--- config.mk ---
export PLATFORM = sky130hd
export DESIGN_NAME = rom_loader_flat
export DESIGN_NICKNAME = d
export VERILOG_FILES = /design/src/rtl/rom_loader_if.sv /design/src/rtl/rom_loader.sv /design/src/flat_wrapper.sv
export SDC_FILE = /design/constraint.sdc
export NUM_CORES = 1
export LEC_CHECK = 0
export ABC_AREA = 1
export CORE_MARGIN = 3
export CORE_UTILIZATION = 56
export DETAILED_ROUTE_END_ITERATION = 8
export PLACE_DENSITY = 0.86
export SYNTH_ARGS = -nofsm -noshare
export SYNTH_HDL_FRONTEND = slang
export SYNTH_SLANG_ARGS = --single-unit
--- constraint.sdc ---
create_clock -name clk -period 4.3 [get_ports clk]
set_input_delay 0.86 -clock clk [delete_from_list [all_inputs] [get_ports clk]]
set_output_delay 0.86 -clock clk [all_outputs]
set_load 0.01 [all_outputs]
--- src/rtl/rom_loader_if.sv ---
// rom_loader_if: groups the loader's byte-stream, ROM write and CPU control
// signals into one bundle.
//   stream : in_valid, in_data (to loader), in_ready (from loader)
//   rom    : rom_we, rom_addr, rom_wdata (from loader)
//   cpu    : start_pc, go, done (from loader), halt (to loader)
//   status : error, word_count (from loader)
// Modports: slave = the loader, master = the stream source / CPU side.
interface rom_loader_if #(
  parameter int ADDR_W = 8
);
  logic              in_valid;
  logic [7:0]        in_data;
  logic              in_ready;
  logic              rom_we;
  logic [ADDR_W-1:0] rom_addr;
  logic [31:0]       rom_wdata;
  logic [31:0]       start_pc;
  logic              go;
  logic              halt;
  logic              done;
  logic              error;
  logic [ADDR_W:0]   word_count;

  modport slave (
    input  in_valid, in_data, halt,
    output in_ready, rom_we, rom_addr, rom_wdata, start_pc, go, done, error,
           word_count
  );

  modport master (
    output in_valid, in_data, halt,
    input  in_ready, rom_we, rom_addr, rom_wdata, start_pc, go, done, error,
           word_count
  );
endinterface

--- src/rtl/rom_loader.sv ---
// rom_loader: boots a CPU from a little-endian byte stream. The stream is a
// 4-byte start PC, a 4-byte word count N, then N 32-bit words that are written
// into the instruction ROM from address 0. After the last word the CPU is
// released (go) and the loader waits for halt.
// Ports:
//   clk   - single clock, rising edge
//   reset - asynchronous active-low reset
//   bus   - rom_loader_if.slave (stream in, ROM write out, CPU control/status)
//
// state   | meaning
// HDR_PC  | collecting the 4 start-PC bytes
// HDR_LEN | collecting the 4 length bytes, then range-checking N
// LOAD    | collecting instruction words, one ROM write per word
// START   | one-cycle gap covering the final ROM write
// RUN     | CPU running (go=1), waiting for halt
// DONE    | CPU halted; sticky until reset
// ERR     | header length rejected; sticky until reset
module rom_loader #(
  parameter int DEPTH  = 256,
  parameter int ADDR_W = 8
) (
  input logic          clk,
  input logic          reset,
  rom_loader_if.slave  bus
);

  typedef enum logic [2:0] {
    HDR_PC, HDR_LEN, LOAD, START, RUN, DONE, ERR
  } state_t;

  state_t            r_state;
  logic [1:0]        r_byte_cnt;
  logic [23:0]       r_asm;
  logic [ADDR_W:0]   r_len;

  logic              r_in_ready;
  logic              r_rom_we;
  logic [ADDR_W-1:0] r_rom_addr;
  logic [31:0]       r_rom_wdata;
  logic [31:0]       r_start_pc;
  logic              r_go;
  logic              r_done;
  logic              r_error;
  logic [ADDR_W:0]   r_word_count;

  logic              w_accept;
  logic              w_last_byte;
  logic [31:0]       w_word;
  logic [ADDR_W:0]   w_count_nxt;

  assign w_accept    = bus.in_valid & r_in_ready;
  assign w_last_byte = w_accept && (r_byte_cnt == 2'd3);
  // Bytes shift in from the top, so after four of them the first byte
  // received sits in bits 7:0 (little-endian).
  assign w_word      = {bus.in_data, r_asm};
  assign w_count_nxt = r_word_count + {{ADDR_W{1'b0}}, 1'b1};

  always_ff @(posedge clk or negedge reset) begin
    if (!reset) begin
      r_state      <= HDR_PC;
      r_byte_cnt   <= 2'd0;
      r_asm        <= '0;
      r_len        <= '0;
      r_in_ready   <= 1'b0;
      r_rom_we     <= 1'b0;
      r_rom_addr   <= '0;
      r_rom_wdata  <= '0;
      r_start_pc   <= '0;
      r_go         <= 1'b0;
      r_done       <= 1'b0;
      r_error      <= 1'b0;
      r_word_count <= '0;
    end else begin
      r_rom_we <= 1'b0;
      // Counter wraps to 0 on the 4th byte, which is also the only point a
      // byte-accepting state can change, so lanes restart cleanly per field.
      if (w_accept) begin
        r_asm      <= w_word[31:8];
        r_byte_cnt <= r_byte_cnt + 2'd1;
      end
      case (r_state)
        HDR_PC: begin
          r_in_ready <= 1'b1;
          if (w_last_byte) begin
            r_start_pc <= w_word;
            r_state    <= HDR_LEN;
          end
        end
        HDR_LEN: begin
          if (w_last_byte) begin
            if (w_word == 32'd0) begin
              r_state    <= START;
              r_in_ready <= 1'b0;
            end else if (w_word > 32'(DEPTH)) begin
              r_state    <= ERR;
              r_error    <= 1'b1;
              r_in_ready <= 1'b0;
            end else begin
              r_len   <= w_word[ADDR_W:0];
              r_state <= LOAD;
            end
          end
        end
        LOAD: begin
          if (w_last_byte) begin
            // N <= DEPTH, so the pre-increment count is always a valid address.
            r_rom_we     <= 1'b1;
            r_rom_wdata  <= w_word;
            r_rom_addr   <= r_word_count[ADDR_W-1:0];
            r_word_count <= w_count_nxt;
            if (w_count_nxt == r_len) begin
              r_state    <= START;
              r_in_ready <= 1'b0;
            end
          end
        end
        START: begin
          r_state <= RUN;
          r_go    <= 1'b1;
        end
        RUN: begin
          if (bus.halt) begin
            r_state <= DONE;
            r_go    <= 1'b0;
            r_done  <= 1'b1;
          end
        end
        DONE, ERR: begin
        end
        default: r_state <= HDR_PC;
      endcase
    end
  end

  assign bus.in_ready   = r_in_ready;
  assign bus.rom_we     = r_rom_we;
  assign bus.rom_addr   = r_rom_addr;
  assign bus.rom_wdata  = r_rom_wdata;
  assign bus.start_pc   = r_start_pc;
  assign bus.go         = r_go;
  assign bus.done       = r_done;
  assign bus.error      = r_error;
  assign bus.word_count = r_word_count;

endmodule

--- src/flat_wrapper.sv ---
// flat-port wrapper written by rule: the top's interface ports become plain ports
module rom_loader_flat 
#(
  parameter int DEPTH  = 256,
  parameter int ADDR_W = 8
)
  (clk, reset, bus_in_valid, bus_in_data, bus_halt, bus_in_ready, bus_rom_we, bus_rom_addr, bus_rom_wdata, bus_start_pc, bus_go, bus_done, bus_error, bus_word_count);
  rom_loader_if #(.ADDR_W(ADDR_W)) bus_i ();
  input logic clk;
  input logic reset;
  input wire logic [$bits(bus_i.in_valid)-1:0] bus_in_valid;
  input wire logic [$bits(bus_i.in_data)-1:0] bus_in_data;
  input wire logic [$bits(bus_i.halt)-1:0] bus_halt;
  output wire logic [$bits(bus_i.in_ready)-1:0] bus_in_ready;
  output wire logic [$bits(bus_i.rom_we)-1:0] bus_rom_we;
  output wire logic [$bits(bus_i.rom_addr)-1:0] bus_rom_addr;
  output wire logic [$bits(bus_i.rom_wdata)-1:0] bus_rom_wdata;
  output wire logic [$bits(bus_i.start_pc)-1:0] bus_start_pc;
  output wire logic [$bits(bus_i.go)-1:0] bus_go;
  output wire logic [$bits(bus_i.done)-1:0] bus_done;
  output wire logic [$bits(bus_i.error)-1:0] bus_error;
  output wire logic [$bits(bus_i.word_count)-1:0] bus_word_count;
  assign bus_i.in_valid = bus_in_valid;
  assign bus_i.in_data = bus_in_data;
  assign bus_i.halt = bus_halt;
  assign bus_in_ready = bus_i.in_ready;
  assign bus_rom_we = bus_i.rom_we;
  assign bus_rom_addr = bus_i.rom_addr;
  assign bus_rom_wdata = bus_i.rom_wdata;
  assign bus_start_pc = bus_i.start_pc;
  assign bus_go = bus_i.go;
  assign bus_done = bus_i.done;
  assign bus_error = bus_i.error;
  assign bus_word_count = bus_i.word_count;
  rom_loader #(.DEPTH(DEPTH), .ADDR_W(ADDR_W)) u_core (.clk(clk), .reset(reset), .bus(bus_i));
endmodule
==> flow_metrics.py, run 1 <==
metrics = {
    "cts": {
        "htree_num_levels": 4,
        "numCtsBuffers": 17,
        "cts_resized": 0,
        "cts.sinks": 124,
        "cts_tree": "done",
        "path_clk_slew_ns": 0.06,
        "hold_buffers": 0,
        "root_buffer": "clkbuf_8",
        "insertion_delay_ns": 0.52,
        "clockBufferDepth": 2,
        "cts_setup_buffers": 0,
    },
    "floorplanning": {
        "die_w_um": 102,
        "core_sq_um": 8810,
        "die_y_um": 102,
        "num_rows": 34,
        "initial_core_util": 0.584,
        "dieArea_sq_um": 10400,
        "pin_count": 98,
    },
    "run": {
        "drv_cap": 0,
    },
    "yosys": {
        "synth_warnings": 0,
        "ys_seq_area_frac": 0.603,
        "syn_area_per_cell_sq_um": 8.90,
        "syn_area_sq_um": 5140,
        "syn_nets": 592,
        "yosysUniqueCellTypes": 30,
        "ys_seq_elements": 124,
        "synthCells": 578,
    },
    "setup_path": {
        "crit_buf_inv": 1,
        "cp_cell_sequence": "clkdlybuf4s50_1",
        "slowest_delay_ns": 0.58,
        "critPathKind": "flop to output port",
        "start_kind": "flop",
        "cp.required_ns": 3.44,
        "path_delay_family": "buffers and inverters",
        "end_kind": "output port",
        "critPathSlowestCell": "clkdlybuf4s50_1",
        "path_max_fanout": 7,
        "cp.arrival_ns": 1.56,
    },
    "finish": {
        "diodes": 0,
        "drive_above_1_share": 0.0783,
        "stdcell_count": 798,
        "nNetsFinal": 691,
        "syn_to_final_growth_pct": 32.0,
        "nFillCells": 549,
    },
    "detailed_routing": {
        "drt_first_pass_iters": 5,
        "postRouteAntennaNets": 0,
        "drtIter0Drc": 343,
        "vias": 4326,
        "wl_per_cell_um": 15.5,
        "route.top_layer_used": "met4",
        "met1_length_um": 5190,
        "detail_route.drc_violations": 0,
        "wirelength_um": 12400,
        "wl_met3_um": 788,
        "routed_via_density": 5.42,
        "wl_met2_um": 6130,
    },
    "timing": {
        "min_period_ns": 2.42,
        "rsz0062_at_grt": "false",
        "finClkSkew_ns": 0.00910,
        "worstMarginPinSlew_ns": 1.01,
        "layout_setup_ws_ns": 1.88,
        "final_hold_viol_count": 0,
        "finalSetupTns_ns": 0,
        "fin_crit_sh": 0.563,
        "fmax_mhz": 413,
        "maxSlewViolCount": 0,
        "slew_headroom": 0.325,
        "setup_viol": 0,
    },
    "pwr": {
        "p_leak_nw": 3.11,
        "irDropWorstVdd_v": 0.000323,
        "power_density_nw_per_um2": 414,
    },
    "grt": {
        "grt_pass1_vias": 4381,
        "grt_pass1_wl_um": 20500,
        "track_usage": 0.257,
        "grt_max_degree": 73,
        "grt_overflow_total": 0,
        "grt_antenna_before_repair": 0,
    },
    "min_path": {
        "hold_path.class": "input port to asynchronous set/reset pin",
    },
    "placement": {
        "dp.cells": 766,
        "hpwl_um": 8270,
        "place_congestion": 0.932,
        "pre_cts_slack_ns": 1.38,
        "portBuffers": 97,
    },
    "status": {
        "status": "complete, no violations",
    },
}
[power breakdown]
| group | internal [W] | switching (W) | leakage (nW) |
|---|---|---|---|
| registers | 0.00120 | 0.0000233 | 1.66 |
| logic | 0.0000437 | 0.0000982 | 1.16 |
| clock network | 0.000919 | 0.000520 | 0.293 |
[synth_stat cells, drive strengths merged]
| library cell | instances | area share |
|---|---|---|
| a211oi | 1 | 0.0015 |
| buf | 9 | 0.010 |
| nand3b | 2 | 0.0029 |
| nand2 | 184 | 0.14 |
| clkbuf | 12 | 0.0088 |
| inv | 66 | 0.048 |
| nand4 | 5 | 0.0090 |
| a21oi | 2 | 0.0019 |
| o21bai | 1 | 0.0015 |
| xor2 | 2 | 0.0034 |
| ha | 2 | 0.0049 |
| nor2 | 22 | 0.021 |
| nand3 | 22 | 0.021 |
| dfrtp | 124 | 0.60 |
| nor3 | 5 | 0.0058 |
| mux2 | 1 | 0.0022 |
| o21ai | 114 | 0.11 |
| o22ai | 1 | 0.0012 |
| xnor2 | 1 | 0.0017 |
| or2 | 1 | 0.0012 |
| o211ai | 1 | 0.0015 |
[stage by stage]
step | cell area (sq um) | util | total power, W | hold slack (ns)
floorplan | 5140 | - | 0.00132 | 0.453
global placement | 6180 | 0.702 | 0.00138 | 0.460
detailed placement | 6180 | 0.702 | 0.00138 | 0.463
CTS | 6790 | 0.771 | 0.00282 | 0.476
global route | 6790 | 0.771 | 0.00290 | 0.496
finish | 6790 | 0.771 | 0.00281 | 0.460
[logic make-up (layout without fill, tap and decap cells)]
group / after synthesis / after routing / share of synthesized area
mux: 1 / 1 / 0.00219
compound gates: 120 / 120 / 0.119
simple gates: 241 / 241 / 0.198
buf+inv: 87 / 199 / 0.0669
fa+ha+maj: 2 / 2 / 0.00486
xor+xnor: 3 / 3 / 0.00511
flops: 124 / 124 / 0.603
[worst register-to-register path, stage by stage (launching register included)]
cell and delay [ns]:
dfrtp_1 0.39, ha_1 0.20, inv_1 0.07, nor2_2 0.06
inv_1 0.15, nor2_4 0.09, inv_2 0.37, buf_4 0.53
o21ai_0 0.22
[final timing paths]
path                                          start                       to  slack (ns)  cells past startpoint
setup / recovery           u_core.bus.word_count[2]        bus_word_count[2]        1.88                      1
hold / removal                                reset   u_core.bus.start_pc[4]        0.46                      1
setup reg to reg               u_core.r_byte_cnt[0]  u_core.bus.rom_wdata[2]        2.07                      8
hold reg to reg              u_core.bus.rom_addr[1]   u_core.bus.rom_addr[1]        0.47                      2
max in group asynchronous                     reset          u_core.r_len[0]        2.95                      2
min in group clk             u_core.bus.rom_addr[1]   u_core.bus.rom_addr[1]        0.47                      2
[flip-flops by register name, summed over array words and instances, names as in the netlist, 2 cells and up]
name / flops
u_core.r_asm: 24
u_core.r_state: 3
u_core.bus.start_pc: 32
u_core.bus.word_count: 9
u_core.r_byte_cnt: 2
u_core.bus.rom_addr: 8
u_core.bus.rom_wdata: 32
u_core.r_len: 9
[final cells by class]
class / instances / area [sq um] / share of cell area
Clock buffer: 20 / 445 / 0.0656
Clock inverter: 12 / 159 / 0.0234
Inverter: 66 / 248 / 0.0365
Multi-Input combinational cell: 367 / 1700 / 0.250
Sequential cell: 124 / 3100 / 0.457
Tap cell: 108 / 135 / 0.0199
Timing Repair Buffer: 101 / 998 / 0.147
[per-layer routing]
layer | GRT usage | up-vias
li1 | - | 2040
met1 | 0.317 | 2088
met2 | 0.423 | 166
met3 | 0.0874 | 32
met4 | 0.0989 | 0
met5 | 0 | -
[cells in the final DEF, fill, tap and decap left out, drive strengths merged]
master / n
xor2: 2
o21ai: 114
nand4: 5
or2: 1
nor2: 22
xnor2: 1
nand3: 22
clkinv: 3
inv: 70
o211ai: 1
clkinvlp: 2
buf: 5
mux2: 1
o21bai: 1
clkbuf: 20
bufinv: 3
a21oi: 2
clkdlybuf4s50: 96
ha: 2
o22ai: 1
nand2: 184
nor3: 5
a211oi: 1
dfrtp: 124
nand3b: 2
Power figures use the tool's default switching activity.
==> run 2, diff against run 1 <==
- CORE_UTILIZATION: 56 -> 52
- PLACE_DENSITY: 0.86 -> 0.81
- clock period: 4.3 -> 2.5 ns (I/O delays scaled with it)
==> run 2 against run 1 <==
Compared with the run above: final cell count up 3.3%; wire length up 4.8%; sequential cell count unchanged; clock power up 63%; critical path depth unchanged; critical path type unchanged; largest power group unchanged; highest routed layer unchanged.
==> flow_metrics.py, run 2 (synthesis gave the netlist of run 1 again) <==
metrics = {
    "detailed_routing": {
        "wirelength_um": 13000,
        "wl_per_cell_um": 15.8,
        "vias": 4334,
        "drtIter0Drc": 325,
        "routed_via_density": 5.26,
        "postRouteAntennaNets": 0,
        "drt_first_pass_iters": 5,
        "detail_route.drc_violations": 0,
    },
    "setup_path": {
        "cp_cell_sequence": "clkdlybuf4s50_1",
        "slowest_delay_ns": 0.58,
        "critPathKind": "flop to output port",
        "start_kind": "flop",
        "crit_buf_inv": 1,
        "path_delay_family": "buffers and inverters",
        "cp.required_ns": 2.00,
        "critPathSlowestCell": "clkdlybuf4s50_1",
        "reg2reg_setup_slack_ns": 0.52,
        "cp.arrival_ns": 1.55,
        "end_kind": "output port",
        "path_max_fanout": 7,
    },
    "grt": {
        "grt_pass1_vias": 4417,
        "grt_antenna_before_repair": 0,
        "grt_pass1_wl_um": 21600,
        "grt_max_degree": 65,
        "grt_overflow_total": 0,
        "track_usage": 0.244,
    },
    "pwr": {
        "irDropWorstVdd_v": 0.000500,
        "power_density_nw_per_um2": 687,
        "p_leak_nw": 3.13,
        "power_w": 0.00471,
    },
    "timing": {
        "maxSlewViolCount": 0,
        "rsz0062_at_grt": "false",
        "finalSetupTns_ns": 0,
        "setup_viol": 0,
        "min_period_ns": 2.05,
        "final_hold_viol_count": 0,
        "layout_setup_ws_ns": 0.448,
        "fmax_mhz": 487,
        "fin_crit_sh": 0.821,
        "finClkSkew_ns": 0.00821,
        "worstMarginPinSlew_ns": 0.642,
        "slew_headroom": 0.572,
    },
    "floorplanning": {
        "die_w_um": 105,
        "die_y_um": 105,
        "num_rows": 35,
        "dieArea_sq_um": 11100,
        "core_sq_um": 9420,
        "initial_core_util": 0.546,
        "pin_count": 98,
    },
    "finish": {
        "syn_to_final_growth_pct": 33.3,
        "diodes": 0,
        "nNetsFinal": 696,
        "layout_commonest_cell": "nand2_1",
        "drive_above_1_share": 0.0863,
        "final_cell_mix": "178 x nand2_1, 124 x dfrtp_1, 96 x clkdlybuf4s50_1",
    },
    "placement": {
        "portBuffers": 97,
        "place_congestion": 0.882,
        "hpwl_um": 8700,
        "pre_cts_slack_ns": 0.263,
    },
    "min_path": {
        "hold_path.class": "input port to asynchronous set/reset pin",
    },
    "cts": {
        "root_buffer": "clkbuf_8",
        "cts_setup_buffers": 0,
        "cts_resized": 0,
        "insertion_delay_ns": 0.51,
        "hold_buffers": 0,
        "numCtsBuffers": 17,
        "htree_num_levels": 4,
        "path_clk_slew_ns": 0.06,
        "cts.sinks": 124,
        "clockBufferDepth": 2,
        "cts_tree": "done",
    },
    "status": {
        "status": "complete, no violations",
    },
    "run": {
        "drv_cap": 0,
    },
}
## run 2: path summary, 6_finish.rpt
| path | from | endpoint | cells after the start |
|---|---|---|---|
| worst max-delay path | u_core.bus.word_count[2] | bus_word_count[2] | 1 |
| worst min-delay path | reset | u_core.bus.start_pc[2] | 1 |
| worst max register to register | u_core.bus.word_count[0] | u_core.r_state[0] | 15 |
| worst min register to register | u_core.bus.done | u_core.bus.done | 1 |
| max in group asynchronous | reset | u_core.bus.rom_wdata[17] | 2 |
| min in group clk | u_core.bus.done | u_core.bus.done | 1 |
## run 2: area by class of cell
| cell class | count | area (sq um) |
|---|---|---|
| Multi-Input combinational cell | 367 | 1700 |
| Clock buffer | 18 | 428 |
| Clock inverter | 14 | 146 |
| Fill cell | 668 | 2560 |
| Sequential cell | 124 | 3100 |
| Inverter | 66 | 248 |
| Tap cell | 129 | 161 |
| Timing Repair Buffer | 106 | 1070 |
## run 2: through the flow
stage               cell area (sq um)  hold slack [ns]  utilization  instances
floorplan                        5140            0.204            -        578
global placement                 6280            0.454        0.668        792
detailed placement               6280            0.461        0.668        792
CTS                              6860           0.0352        0.729        824
global route                     6860           0.0481        0.729        824
finish                           6860           0.0123        0.729        824
## run 2: power by group
part / total (W) / internal [W] / switching (W)
clock: 0.00235 / 0.00144 / 0.000903
sequential: 0.00211 / 0.00207 / 0.0000413
combinational: 0.000257 / 0.0000814 / 0.000176
total: 0.00471 / 0.00359 / 0.00112
## run 2: metal layers
metal | track usage | vias up | wire length, um
met1 | 0.300 | 2062 | 5230
li1 | - | 2057 | -
met2 | 0.422 | 180 | 6640
met3 | 0.0612 | 35 | 825
met4 | 0.0759 | 0 | 278
met5 | 0 | - | 0
==> run 3, diff against run 2 <==
- clock period: 2.5 -> 2.15 ns (I/O delays scaled with it)
==> run 3 against run 2 <==
Compared with the run above: clock power grew 11%; final cell count is the same; global-route usage is 1.0 points lower; critical path type unchanged; largest cell class unchanged; highest routed layer unchanged.
==> flow_metrics.py, run 3 (synthesis gave the netlist of run 1 again) <==
metrics = {
    "setup_path": {
        "path_delay_family": "buffers and inverters",
        "crit_buf_inv": 1,
        "cp_cell_sequence": "clkdlybuf4s50_1",
        "cp.arrival_ns": 1.56,
        "path_max_fanout": 7,
        "critPathKind": "flop to output port",
        "end_kind": "output port",
        "cp.required_ns": 1.72,
        "slowest_delay_ns": 0.59,
        "start_kind": "flop",
        "critPathSlowestCell": "clkdlybuf4s50_1",
    },
    "grt": {
        "grt_antenna_before_repair": 0,
        "grt_pass1_vias": 4292,
        "grt_pass1_wl_um": 20700,
        "grt_overflow_total": 0,
        "grt_max_degree": 65,
        "track_usage": 0.233,
    },
    "cts": {
        "root_buffer": "clkbuf_8",
        "htree_num_levels": 4,
        "cts.sinks": 124,
        "numCtsBuffers": 17,
        "path_clk_slew_ns": 0.06,
        "cts_tree": "done",
        "insertion_delay_ns": 0.51,
        "clockBufferDepth": 2,
    },
    "pwr": {
        "irDropWorstVdd_v": 0.000598,
        "pwr-share-clk": 0.486,
        "p_int_w": 0.00411,
        "swShare": 0.231,
        "power_density_nw_per_um2": 779,
        "p_leak_nw": 3.12,
        "seq_power_share": 0.459,
        "power_switching_w": 0.00124,
        "power_w": 0.00534,
        "pwr-share-comb": 0.055,
    },
    "detailed_routing": {
        "wirelength_um": 12400,
        "vias": 4251,
        "drtIter0Drc": 291,
        "detail_route.drc_violations": 0,
        "routed_via_density": 5.16,
        "postRouteAntennaNets": 0,
        "wl_per_cell_um": 15.0,
        "drt_first_pass_iters": 5,
    },
    "timing": {
        "min_period_ns": 1.99,
        "worstMarginPinSlew_ns": 0.440,
        "finClkSkew_ns": 0.0100,
        "slew_headroom": 0.707,
        "final_hold_viol_count": 0,
        "fin_crit_sh": 0.927,
        "rsz0062_at_grt": "false",
        "maxSlewViolCount": 0,
        "fmax_mhz": 502,
        "finalSetupTns_ns": 0,
        "setup_viol": 0,
    },
    "floorplanning": {
        "initial_core_util": 0.546,
        "core_sq_um": 9420,
        "pin_count": 98,
        "die_w_um": 105,
        "num_rows": 35,
        "dieArea_sq_um": 11100,
        "die_y_um": 105,
    },
    "placement": {
        "place_congestion": 0.863,
        "placed_area_sq_um": 6300,
        "portBuffers": 97,
        "hpwl_um": 8350,
    },
    "status": {
        "status": "complete, no violations",
    },
    "finish": {
        "layout_commonest_cell": "nand2_1",
        "final_cell_mix": "178 x nand2_1, 122 x dfrtp_1, 96 x clkdlybuf4s50_1",
        "diodes": 0,
        "syn_to_final_growth_pct": 33.4,
        "drive_above_1_share": 0.0878,
        "nFillCells": 678,
        "final_cell_area_sq_um": 6860,
        "nNetsFinal": 697,
    },
    "run": {
        "drv_cap": 0,
    },
    "min_path": {
        "hold_path.class": "input port to asynchronous set/reset pin",
    },
}
==> run 3: final timing paths <==
kind	depth (start not counted)	startpoint	slack (ns)	to
worst max-delay path	1	u_core.bus.word_count[2]	0.16	bus_word_count[2]
worst min-delay path	2	reset	0.37	u_core.bus.start_pc[3]
worst max register to register	14	u_core.bus.word_count[0]	0.20	u_core.r_state[1]
worst min register to register	1	u_core.r_byte_cnt[0]	0.48	u_core.r_byte_cnt[0]
max in group asynchronous	3	reset	1.21	u_core.bus.word_count[1]
min in group clk	1	u_core.r_byte_cnt[0]	0.48	u_core.r_byte_cnt[0]
==> run 3: per-layer routing <==
layer | GRT usage | up-vias | share of wire
met2 | 0.389 | 145 | 0.49
met1 | 0.299 | 2033 | 0.43
met4 | 0.0684 | 0 | 0.016
li1 | - | 2049 | -
met3 | 0.0643 | 24 | 0.058
met5 | 0 | - | 0
==> run 3: final cells by class <==
| type | instances | area, sq um | area share |
|---|---|---|---|
| Inverter | 66 | 248 | 0.0361 |
| Clock buffer | 20 | 455 | 0.0664 |
| Clock inverter | 11 | 95.1 | 0.0139 |
| Timing Repair Buffer | 107 | 1100 | 0.160 |
| Sequential cell | 124 | 3110 | 0.453 |
| Multi-Input combinational cell | 367 | 1700 | 0.248 |
| Tap cell | 129 | 161 | 0.0235 |
==> run 3: power by group through the flow <==
stage	registers [W]	logic (W)	clock network (W)
final	0.00245	0.000295	0.00260
after global routing	0.00246	0.000341	0.00274
after CTS	0.00245	0.000301	0.00263
after detailed placement	0.00249	0.000293	0
after global placement	0.00249	0.000283	0
after floorplan	0.00248	0.000154	0
==> run 3: repair_timing <==
item                                    4_1_cts  5_1_grt
hold buffers                                  1        0
setup buffers                                 0        0
endpoints found under the setup margin        0        3
gates resized for setup                       0        2
hold endpoints to repair                     20        0
==> run 3: metrics by stage <==
step | cells | hold slack (ns) | setup slack [ns] | utilization
finish | 824 | 0.367 | 0.156 | 0.729
global route | 824 | 0.381 | 0.0453 | 0.729
CTS | 824 | 0.369 | 0.148 | 0.728
detailed placement | 792 | 0.345 | 0.0802 | 0.669
global placement | 792 | 0.342 | 0.133 | 0.669
floorplan | 578 | 0.134 | 0.467 | -
